<file path="config.mk">
export PLATFORM = sky130hd
export DESIGN_NAME = lab2_input_stage
export DESIGN_NICKNAME = d
export VERILOG_FILES = /design/src/rtl/lab2_input_stage.sv
export SDC_FILE = /design/constraint.sdc
export NUM_CORES = 1
export LEC_CHECK = 0
export CORE_UTILIZATION = 49
export CTS_CLUSTER_DIAMETER = 30
export CTS_CLUSTER_SIZE = 30
export DETAILED_ROUTE_END_ITERATION = 7
export PLACE_DENSITY = 0.72
export SLEW_MARGIN = 30
export SYNTH_ARGS = -nofsm -noshare
export SYNTH_HDL_FRONTEND = slang
export SYNTH_SLANG_ARGS = --single-unit
</file>
<file path="constraint.sdc">
create_clock -name clk -period 1.5 [get_ports clk]
set_clock_uncertainty 0.2 [all_clocks]
set_input_delay 0.15 -clock clk [delete_from_list [all_inputs] [get_ports clk]]
set_output_delay 0.15 -clock clk [all_outputs]
set_load 0.005 [all_outputs]
</file>
<file path="src/rtl/lab2_input_stage.sv">
// lab2_input_stage: front end for the three-input combinational lab stage.
// Board switches are synchronized and debounced (MANUAL mode), or the block
// walks through all eight operand combinations on its own (SWEEP mode).
// The chosen operands are registered onto x1/x2/x3, and changes are flagged.

module lab2_input_stage #(
  parameter int DEBOUNCE_CYCLES = 16,
  parameter int SWEEP_DIV       = 8
) (
  input  logic       clk,
  input  logic       rst,
  input  logic [2:0] sw,
  input  logic       sweep_en,
  output logic       x1,
  output logic       x2,
  output logic       x3,
  output logic       changed,
  output logic       sweep_wrap,
  output logic       mode
);

  // Counters only ever need to reach their terminal value minus one.
  localparam int CW = (DEBOUNCE_CYCLES > 1) ? $clog2(DEBOUNCE_CYCLES) : 1;
  localparam int DW = (SWEEP_DIV > 1) ? $clog2(SWEEP_DIV) : 1;
  localparam logic [CW-1:0] CNT_LAST = CW'(DEBOUNCE_CYCLES - 1);
  localparam logic [DW-1:0] DIV_LAST = DW'(SWEEP_DIV - 1);

  typedef enum logic {
    MANUAL = 1'b0,
    SWEEP  = 1'b1
  } state_t;

  logic [2:0]         swMeta_q;
  logic [2:0]         swSync_q;
  logic               sweepMeta_q;
  logic               sweepSync_q;

  logic [2:0][CW-1:0] dbCount_q;
  logic [2:0][CW-1:0] dbCount_d;
  logic [2:0]         stable_q;
  logic [2:0]         stable_d;

  state_t             state_q;
  state_t             state_d;
  logic [2:0]         sweepCnt_q;
  logic [2:0]         sweepCnt_d;
  logic [DW-1:0]      div_q;
  logic [DW-1:0]      div_d;
  logic               sweepWrap_d;

  logic [2:0]         xSel_d;
  logic [2:0]         x_q;
  logic               changed_q;
  logic               changed_d;
  logic               sweepWrap_q;

  // Two-flop synchronizers; the first stage feeds nothing but the second.
  always_ff @(posedge clk or posedge rst) begin
    if (rst) begin
      swMeta_q    <= '0;
      swSync_q    <= '0;
      sweepMeta_q <= 1'b0;
      sweepSync_q <= 1'b0;
    end else begin
      swMeta_q    <= sw;
      swSync_q    <= swMeta_q;
      sweepMeta_q <= sweep_en;
      sweepSync_q <= sweepMeta_q;
    end
  end

  // Per-bit debounce: count disagreeing cycles, flip the stable bit on the last one.
  always_comb begin
    stable_d  = stable_q;
    dbCount_d = '0;
    for (int i = 0; i < 3; i++) begin
      if (swSync_q[i] != stable_q[i]) begin
        if (dbCount_q[i] == CNT_LAST) begin
          stable_d[i] = ~stable_q[i];
        end else begin
          dbCount_d[i] = dbCount_q[i] + CW'(1);
        end
      end
    end
  end

  // Debounce state register.
  always_ff @(posedge clk or posedge rst) begin
    if (rst) begin
      stable_q  <= '0;
      dbCount_q <= '0;
    end else begin
      stable_q  <= stable_d;
      dbCount_q <= dbCount_d;
    end
  end

  // Mode FSM plus sweep divider/counter; leaving SWEEP throws the count away.
  always_comb begin
    state_d     = state_q;
    sweepCnt_d  = sweepCnt_q;
    div_d       = div_q;
    sweepWrap_d = 1'b0;
    case (state_q)
      MANUAL: begin
        if (sweepSync_q) begin
          state_d    = SWEEP;
          sweepCnt_d = 3'b000;
          div_d      = '0;
        end
      end
      SWEEP: begin
        if (!sweepSync_q) begin
          state_d    = MANUAL;
          sweepCnt_d = 3'b000;
          div_d      = '0;
        end else if (div_q == DIV_LAST) begin
          div_d       = '0;
          sweepCnt_d  = sweepCnt_q + 3'd1;
          sweepWrap_d = (sweepCnt_q == 3'b111);
        end else begin
          div_d = div_q + DW'(1);
        end
      end
      default: begin
        state_d = MANUAL;
      end
    endcase
  end

  // FSM and sweep state register.
  always_ff @(posedge clk or posedge rst) begin
    if (rst) begin
      state_q    <= MANUAL;
      sweepCnt_q <= 3'b000;
      div_q      <= '0;
    end else begin
      state_q    <= state_d;
      sweepCnt_q <= sweepCnt_d;
      div_q      <= div_d;
    end
  end

  // Operand source select and change detection against the current outputs.
  always_comb begin
    xSel_d    = (state_q == SWEEP) ? sweepCnt_q : stable_q;
    changed_d = (xSel_d != x_q);
  end

  // Registered operands and the one-cycle status pulses.
  always_ff @(posedge clk or posedge rst) begin
    if (rst) begin
      x_q         <= 3'b000;
      changed_q   <= 1'b0;
      sweepWrap_q <= 1'b0;
    end else begin
      x_q         <= xSel_d;
      changed_q   <= changed_d;
      sweepWrap_q <= sweepWrap_d;
    end
  end

  assign {x1, x2, x3} = x_q;
  assign changed      = changed_q;
  assign sweep_wrap   = sweepWrap_q;
  assign mode         = (state_q == SWEEP);

endmodule

</file>
# Yosys cells after proc, flatten, opt, wreduce, memory -nomap -nowiden
# Index checks and enable logic that the tools add are counted.
[word_totals]
regBits = 35
in_bits = 6
out_inout_bits = 6
elab_cells = 58
[classes]
addsub = 5
n_eq_ne = 11
muxes = 18
n_bitwise = 4
reduce_logical = 4
[op_table]
columns = ["operator", "n"]
rows = [
  ["4-bit two-way mux", 6],
  ["3-bit two-way mux", 6],
  ["4-bit by 1-bit adder with 4-bit output (second input constant)", 3],
  ["4-bit equality test (second input constant)", 3],
  ["3-bit one-hot mux with 2 select lines", 2],
  ["2-bit AND reduction", 4],
  ["3-bit by 1-bit adder with 3-bit output (second input constant)", 2],
  ["3-bit equality test (second input constant)", 2],
  ["1-bit two-way mux", 4],
  ["1-bit inverter", 4],
  ["1-bit != test", 3],
  ["3-bit by 2-bit != test with 1-bit output (second input constant)", 1],
  ["3-bit != test", 1],
  ["2-bit != test (second input constant)", 1],
]

# Logic depth before layout (Yosys ltp)
[depth]
ltp_word = 4
ltp_mapped = 5
mapped_depth_nobuf = 5

# Worst setup path after synthesis
# No wires, ideal clock.
[synth_timing]
kind = "flip-flop to flip-flop"
start = "register div_q[0]"
end = "register div_q[0]"
setup_ns = 0.125
arrival_ns = 1.144
t_required_ns = 1.175
setup_slack_ns = 0.032
path_stages_with_launch = 5
n_path_buf = 0
synth_period_minus_slack_ns = 1.468
cell_sequence = "dfrtp_1 > ha_1 > ha_1 > and3b_2 > mux2_2"
[synth_via]
elab_chain_cells = 4
elab_cells_between_ends = 5
cone_classes = "add/sub (1); eq/ne (1); mux (3)"
[synth_rtl]
columns = ["item", "line", "source"]
rows = [
  ["from (decl)", "47", "logic [DW-1:0] div_q;"],
  ["from (signal assigned)", "140", "div_q <= div_d;"],
  ["3-bit by 1-bit adder with 3-bit output / 3-bit equality test (equally long branches)", "122, 117", ""],
  ["3-bit two-way mux (*)", "117", "end else if (div_q == DIV_LAST) begin"],
  ["3-bit two-way mux (*)", "113", "if (!sweepSync_q) begin"],
  ["3-bit one-hot mux with 2 select lines (*)", "104", "case (state_q)"],
]
# Every way passes the cells marked *; elsewhere a longest branch is shown, timed or not.
# A chain may end at the register's enable or synchronous reset.

# Final worst setup path
# Same ends and word-level chain as after synthesis.

==> results.sh <==
export IMPL_synth_area_leaders="dfrtp_1, ha_1, mux2_2"
export IMPL_totalWireLength_mm=2.03
export IMPL_cts_buffers=5
export IMPL_dp_cells=142
export IMPL_timing_final_hold_violations=0
export IMPL_dieWidth_um=54.8
export IMPL_htreeDepth=2
export IMPL_die_area_mm2=0.00300
export IMPL_synth_distinct_cells=21
export IMPL_clock_latency_ns=0.33
export IMPL_rows=18
export IMPL_drv_slew=0
export IMPL_place_congestion=0.778
export IMPL_yosysSeqAreaShare_pct=64.2
export IMPL_path_buf_inv=0
export IMPL_grt_max_degree=36
export IMPL_clk_pin_slew_worst_paths_ns=0.10
export IMPL_instances_no_fill=154
export IMPL_tightest_slew_ns=0.403
export IMPL_overflow=0
export IMPL_wire_per_inst_um=13.2
export IMPL_layout_drive_gt1_share_pct=22.6
export IMPL_syn_area_per_cell_um2=13.8
export IMPL_initial_core_util_pct=53.6
export IMPL_cts_tree="yes"
export IMPL_antenna_found_initial=0
export IMPL_cap_violations=0
export IMPL_ys_warn_count=0
export IMPL_chipHeight_um=54.8
export IMPL_io_pins=12
export IMPL_clockBufferDepth=2
export IMPL_worstSetupPathType="register to register"
export IMPL_p_leak_nw=0.792
export IMPL_maxSlewHeadroom_pct=73.1
export IMPL_whs_ns=0.0499
export IMPL_dpl_hpwl_mm=1.38
export IMPL_worstPathRequired_ns=1.52
export IMPL_reg2reg_from="div_q[0]$_DFFE_PP0P_"
export IMPL_core_mm2=0.00254
export IMPL_crit_start="div_q[0]$_DFFE_PP0P_"
export IMPL_drc=0
export IMPL_cp_cell_sequence="ha_2 > ha_4 > and3b_2 > mux2_2"
export IMPL_grtUsageTotal_pct=18.0
export IMPL_cp_end_kind="register"
export IMPL_ir_drop_mv=0.810
export IMPL_setup_violations_final=0
export IMPL_worst_path_max_delay_cell="dfrtp_1"
export IMPL_netlist_instances=99
export IMPL_vias_per_cell=5.29
export IMPL_critPathMaxFanout=3
export IMPL_clkSinkCount=35
export IMPL_numPortBuffers=11
export IMPL_firstDrtPassIters=4
export IMPL_holdCritStartpoint="sw[0]"
export IMPL_netlist_area_mm2=0.00137
export IMPL_max_stage_delay_ns=0.38
export IMPL_fillers=213
export IMPL_cp_arrival_ns=1.51
export IMPL_nets=136
export IMPL_yosys_register_bits=35
export IMPL_root_buffer="clkbuf_4"
export IMPL_p_total_w=0.00159
export IMPL_synth_top_area_cell="dfrtp_1"
export IMPL_period_needed_ns=1.48
export IMPL_fmax_ghz=0.675
export IMPL_detail_route_antenna_nets=0
export IMPL_rsz0062_at_grt="yes"
export IMPL_drt_iter0_drc=2
export IMPL_outcome="complete, no violations"
export IMPL_period_share_pct=98.7
export IMPL_synth_top_area_share_pct=64.2
export IMPL_hold_path_class="input pin to register"
export IMPL_areaGrowthSynthToFinish_pct=21.0
export IMPL_r2r_setup_slack_ns=0.02
export IMPL_crit_family="flip-flops"
export IMPL_synthesis_nets=112
export IMPL_grt_pass1_wl_mm=3.50
export IMPL_vias=814
export IMPL_place_area_mm2=0.00154
export IMPL_first_global_vias=804
export IMPL_start_kind="register"
export IMPL_num_antenna_cells=0
export IMPL_p_per_area_mw_per_mm2=966
export IMPL_final_area_mm2=0.00165
-- sequential cells by signal, summed over array words and instances (netlist names) --
register     cells
mode             1
changed          1
div_q            3
sweepSync_q      1
swSync_q         3
sweepMeta_q      1
stable_q         3
sweepCnt_q       3
sweep_wrap       1
swMeta_q         3
dbCount_q       12
x_q              3
-- synthesized netlist by cell type (all sizes together) --
cell type and instances:
a22o 2, nor2b 3, ha 7, dfrtp 35, and3b 1, xnor2 9, and3 1, and2 1
nor2 4, nand2 4, inv 2, mux2i 1, nor3b 3, mux2 7, a31oi 2, nand3 5
a21oi 2, a21o 2, o21ai 5, a311oi 2, nand4b 1
-- layer usage --
metal	up-vias	global-route usage [%]	wire length, um
li1	400	-	-
met1	395	21.7	951
met2	14	26.1	962
met3	5	8.33	83
met4	0	10.3	33
met5	-	0	0
-- cell usage in the layout (no fill, tap or decap), types with 3 or more instances in the layout --
cell / synthesis / routed
nor2b_1: 3 / 3
clkdlybuf4s50_1: 0 / 5
buf_4: 0 / 4
nand2_1: 4 / 4
nand3_1: 5 / 5
nor2_1: 4 / 4
ha_2: 0 / 3
clkbuf_4: 0 / 5
xnor2_1: 9 / 8
mux2_2: 7 / 7
dfrtp_1: 35 / 34
dlygate4sd2_1: 0 / 6
ha_1: 7 / 3
nor3b_1: 3 / 3
-- path summary, 6_finish.rpt --
| kind | endpoint | cells past startpoint |
|---|---|---|
| max in group asynchronous | mode$_DFF_PP0_ | 4 |
| hold / removal | swMeta_q[0]$_DFF_PP0_ | 1 |
| hold reg to reg | sweepSync_q$_DFF_PP0_ | 0 |
| min in group asynchronous | swMeta_q[1]$_DFF_PP0_ | 4 |
| setup reg to reg | div_q[0]$_DFFE_PP0P_ | 4 |
| setup / recovery | div_q[0]$_DFFE_PP0P_ | 4 |
-- area by class of cell --
| cell class | instances | area (um2) | share of cell area, % |
|---|---|---|---|
| Clock buffer | 6 | 41.3 | 2.50 |
| Clock inverter | 2 | 12.5 | 0.758 |
| Timing Repair Buffer | 17 | 163 | 9.85 |
| Tap cell | 30 | 37.5 | 2.27 |
| Multi-Input combinational cell | 62 | 513 | 31.1 |
| Inverter | 2 | 7.51 | 0.455 |
| Sequential cell | 35 | 877 | 53.1 |
-- power breakdown --
part	internal (W)	switching (W)	leakage [nW]	total, W
Combinational	0.0000585	0.0000527	0.305	0.000111
Clock	0.000181	0.000294	0.0282	0.000475
Sequential	0.000980	0.0000291	0.458	0.00101
-- through the flow --
stage	TNS, ns	util, %	setup WS [ns]
after floorplan	0	-	0.0317
after global placement	0	60.5	0.0832
after detailed placement	0	60.5	0.0420
after CTS	0	63.7	0.0182
after global routing	-0.0142	64.9	-0.0142
final	0	64.9	0.0189
-- what timing repair did --
item,4_1_cts,5_1_grt
endpoints found under the hold margin,35,0
hold buffers,1,0
gates resized for setup,7,10
pin swaps,0,1
setup buffers,3,0
endpoints found under the setup margin,6,6
-- kinds of logic after synthesis --
family	after synthesis	synth area share [%]
DFF	35	64.2
xor gates and xnor gates	9	5.77
adders and majority gates	7	6.42
muxes	8	6.51
and+or+nand+nor	23	9.44
buffers and inverters	2	0.550
AOI/OAI and AO/OA	15	7.15
No activity file was read; power rests on OpenSTA's default activity.
